--- config.mk ---
export PLATFORM = sky130hd
export DESIGN_NAME = logic_op_pipe
export DESIGN_NICKNAME = d
export VERILOG_FILES = /design/src/rtl/logic_op_pipe.sv
export SDC_FILE = /design/constraint.sdc
export NUM_CORES = 1
export LEC_CHECK = 0
export CAP_MARGIN = 20
export CORE_AREA = 2 2 70 72
export CTS_CLUSTER_DIAMETER = 60
export CTS_CLUSTER_SIZE = 25
export DETAILED_ROUTE_END_ITERATION = 12
export DIE_AREA = 0 0 72 74
export HOLD_SLACK_MARGIN = 0.1
export PLACE_DENSITY = 0.73
export SYNTH_ARGS = -nofsm -noshare
export SYNTH_HDL_FRONTEND = slang
export SYNTH_SLANG_ARGS = --single-unit
--- constraint.sdc ---
create_clock -name clock -period 4.3 [get_ports clock]
set_clock_uncertainty 0.2 [all_clocks]
set_input_delay 0.86 -clock clock [delete_from_list [all_inputs] [get_ports clock]]
set_output_delay 0.86 -clock clock [all_outputs]
set_load 0.005 [all_outputs]
--- src/rtl/logic_op_pipe.sv ---
// Two-stage valid/ready bitwise-op pipeline with a wrapping delivered-result counter.
// Optional registered zero flag on the result when LOGIC_OP_ZERO_FLAG_EN is defined.
module logic_op_pipe #(
  parameter int WIDTH     = 8,
  parameter int CNT_WIDTH = 8
) (
  input  logic                 clock,
  input  logic                 reset_n,
  input  logic                 in_valid,
  output logic                 in_ready,
  input  logic [WIDTH-1:0]     in_a,
  input  logic [WIDTH-1:0]     in_b,
  input  logic [2:0]           in_op,
  output logic                 out_valid,
  input  logic                 out_ready,
  output logic [WIDTH-1:0]     out_data,
  output logic [CNT_WIDTH-1:0] result_count
`ifdef LOGIC_OP_ZERO_FLAG_EN
  ,
  output logic                 out_zero
`endif
);

  typedef struct packed {
    logic [WIDTH-1:0] a;
    logic [WIDTH-1:0] b;
    logic [2:0]       op;
  } s1_req_t;

  s1_req_t          s1_q;
  logic             s1_valid;
  logic             s2_valid;
  logic [WIDTH-1:0] s2_data;
  logic [WIDTH-1:0] op_res;
  logic             s1_adv;
  logic             s2_adv;

  // Stage 2 drains when empty or consumed; stage 1 only moves if stage 2 does.
  assign s2_adv   = !s2_valid || out_ready;
  assign s1_adv   = !s1_valid || s2_adv;
  assign in_ready = s1_adv;

  always_comb begin
    op_res = '0;
    case (s1_q.op)
      3'b000:  op_res = s1_q.a & s1_q.b;
      3'b001:  op_res = s1_q.a | s1_q.b;
      3'b010:  op_res = s1_q.a ^ s1_q.b;
      3'b011:  op_res = ~(s1_q.a & s1_q.b);
      3'b100:  op_res = ~(s1_q.a | s1_q.b);
      3'b101:  op_res = ~(s1_q.a ^ s1_q.b);
      3'b110:  op_res = s1_q.a;
      3'b111:  op_res = ~s1_q.a;
      default: op_res = '0;
    endcase
  end

  always_ff @(posedge clock or negedge reset_n) begin
    if (!reset_n) begin
      s1_valid <= 1'b0;
      s1_q     <= '0;
    end else if (s1_adv) begin
      s1_valid <= in_valid;
      if (in_valid) s1_q <= '{a: in_a, b: in_b, op: in_op};
    end
  end

  // Data only loads with a real beat so out_data stays put across bubbles.
  always_ff @(posedge clock or negedge reset_n) begin
    if (!reset_n) begin
      s2_valid <= 1'b0;
      s2_data  <= '0;
    end else if (s2_adv) begin
      s2_valid <= s1_valid;
      if (s1_valid) s2_data <= op_res;
    end
  end

`ifdef LOGIC_OP_ZERO_FLAG_EN
  always_ff @(posedge clock or negedge reset_n) begin
    if (!reset_n)                 out_zero <= 1'b1;
    else if (s2_adv && s1_valid)  out_zero <= (op_res == '0);
  end
`endif

  always_ff @(posedge clock or negedge reset_n) begin
    if (!reset_n)                  result_count <= '0;
    else if (s2_valid && out_ready) result_count <= result_count + CNT_WIDTH'(1);
  end

  assign out_valid = s2_valid;
  assign out_data  = s2_data;

endmodule

==> qor.csv <==
metric,value,unit
outcome,"complete, no violations",
reg2reg_slack,2.04,ns
hp-start,out_data[5]$_DFFE_PN0P_,
wl,4320,um
start_kind,input pin,
drtPass1Iterations,4,
gp_congestion,0.752,
fillers,392,
die-area,0.00533,mm2
grt_max_degree,38,
crit_arrival,2.08,ns
worst_ir_drop_vdd,0.000207,V
areaGrowthSynthToFinish,23.4,%
top_usage_layer,met2,
synth_area,0.00221,mm2
place_area,0.00261,mm2
yosysWarnings,0,
num_antenna_cells,0,
synth_cells,213,
whs,0.282,ns
die_h,74,um
initialDrtViolationCount,126,
clockRootBuffer,clkbuf_8,
hold_buffers,0,
initial_core_util,0.480,
io_buffers,40,
vias,1631,
hold_path_depth,2,
worstRegToRegCells,3,
hold_viol,0,
pwr_density_cell,458,mW/mm2
grt_pass1_vias,1536,
synth_seq_cells,37,
routedWlPerCell,14.2,um
grt.total_usage,0.176,
core,0.00460,mm2
drive_above_1_share,0.120,
gr-total-overflow,0,
htreeDepth,2,
rsz0062_at_grt,false,
fin_area,0.00272,mm2
antenna_left,0,
rows,25,
clkSinkCount,37,
dp_hpwl,2940,um
grt_antenna_before_repair,0,
power.total,1250,uW
avgSynthCellArea,10.4,um2
leakagePower,0.00123,uW
seq_area_frac_synth,0.420,
post-route-period-util,0.731,
hold_class,reg2reg,
relSlewSlack,0.447,
grt_use_met3,0.0447,
clockBufferDepth,2,
postLayoutCoreUtil,0.592,
fin_crit,3.14,ns
worstMarginPinSlew,0.830,ns
die_w,72,um
grt_use_met2,0.289,
cts_buffers,5,
clkTransAtPathRegs,0.07,ns
synth_fp_nets,253,
tns,0,ns
cap_violations,0,
crit_path_max_fanout,4,
final_nets,289,
use_met1,0.239,
end_kind,output pin,
cts_setup_buffers,0,
grt_pass1_wl,7280,um
via_per_inst,5.37,
clk_latency,0.28,ns
setup_violations,0,
clock.fmax,318,MHz
drc,0,
min_to,out_data[5]$_DFFE_PN0P_,
timing.rr.start,s1_q[2]$_DFFE_PN0P_,
ctsResizeCount,0,
synthDistinctLibCells,29,
cts_tree,yes,
crit_type,in2out,
slew_violations,0,
r2r-end,out_data[7]$_DFFE_PN0P_,
io_pins,41,
required,3.24,ns
## kinds of logic after synthesis
group	synth area share
AO/OA/AOI/OAI	0.121
XOR/XNOR	0.0278
adder cells (fa/ha/maj)	0.0964
buffers and inverters	0.0561
flip-flops	0.420
multiplexers	0.116
AND/OR/NAND/NOR	0.163
## registers in the layout, summed over array words and instances, names as in the netlist
signal and flops:
s1_q 19, out_data 8, result_count 8, out_valid 1
s1_valid 1
## worst max path at each step
stage                           end  slack, ns      start  depth (start not counted)
6_report                   in_ready       1.16  out_ready                          3
5_1_grt                    in_ready       1.12  out_ready                          3
4_1_cts                    in_ready       1.16  out_ready                          3
3_5_place_dp               in_ready       1.16  out_ready                          3
3_3_place_gp               in_ready       1.19  out_ready                          3
2_1_floorplan  s1_q[11]$_DFFE_PN0P_       2.14  out_ready                          4
## critical path, cell delays in order
cell             delay, ns
clkdlybuf4s50_1       0.51
nand3b_1              0.19
clkdlybuf4s50_1       0.52
## synthesized netlist by cell type
library cell,count,share of area
buf_6,2,0.010
nand2b_1,8,0.023
and2_4,1,0.0040
nand3b_1,2,0.0068
mux2_2,20,0.10
a32o_1,3,0.014
a211oi_1,8,0.027
o31ai_1,8,0.027
xnor2_1,5,0.020
nand4_1,1,0.0028
buf_2,6,0.014
buf_1,2,0.0034
nor2b_1,9,0.026
nand2_1,20,0.034
and3_1,1,0.0028
xor2_1,2,0.0079
dfrtp_1,37,0.42
a31o_1,5,0.020
nand2_2,1,0.0028
nor2_1,20,0.034
nand3_1,1,0.0023
or3_1,1,0.0028
ha_1,17,0.096
clkbuf_1,1,0.0017
a2111oi_0,5,0.020
inv_1,16,0.027
mux2i_1,3,0.014
and4b_1,5,0.023
a2111oi_1,3,0.014
## cell type report
| type | instances | area (um2) | share of cell area |
|---|---|---|---|
| clock buffers | 7 | 86.3 | 0.0317 |
| inverters | 16 | 60.1 | 0.0221 |
| well taps | 54 | 67.6 | 0.0248 |
| flip-flops and latches | 37 | 926 | 0.340 |
| clock inverters | 1 | 30.0 | 0.0110 |
| multi-input cells | 149 | 1160 | 0.425 |
| repair buffers | 40 | 395 | 0.145 |
## where the power goes
part / switching [uW] / total, uW / internal (uW) / leakage (uW)
registers: 98.3 / 529 / 431 / 0.000442
logic: 158 / 408 / 250 / 0.000725
clock network: 122 / 311 / 189 / 0.0000585
total: 379 / 1250 / 869 / 0.00123
## through the flow
stage,std cells,setup WS [ns]
2_1_floorplan,213,2.14
3_3_place_gp,296,1.19
3_5_place_dp,296,1.16
4_1_cts,304,1.16
5_1_grt,304,1.12
6_report,304,1.16
## metal layers
layer	vias up	share of wire
met4	0	0.0044
li1	816	-
met1	785	0.47
met5	-	0
met2	28	0.49
met3	2	0.034
## placed cells by master, fill, tap and decap left out, types with 6 or more instances in the layout
| master | n |
|---|---|
| a211oi_1 | 8 |
| clkbuf_8 | 6 |
| clkdlybuf4s50_1 | 39 |
| dfrtp_1 | 37 |
| ha_1 | 17 |
| inv_1 | 16 |
| mux2_2 | 20 |
| nand2_1 | 20 |
| nand2b_1 | 8 |
| nor2_1 | 20 |
| nor2b_1 | 9 |
| o31ai_1 | 8 |
(Power assumes the default switching activity.)
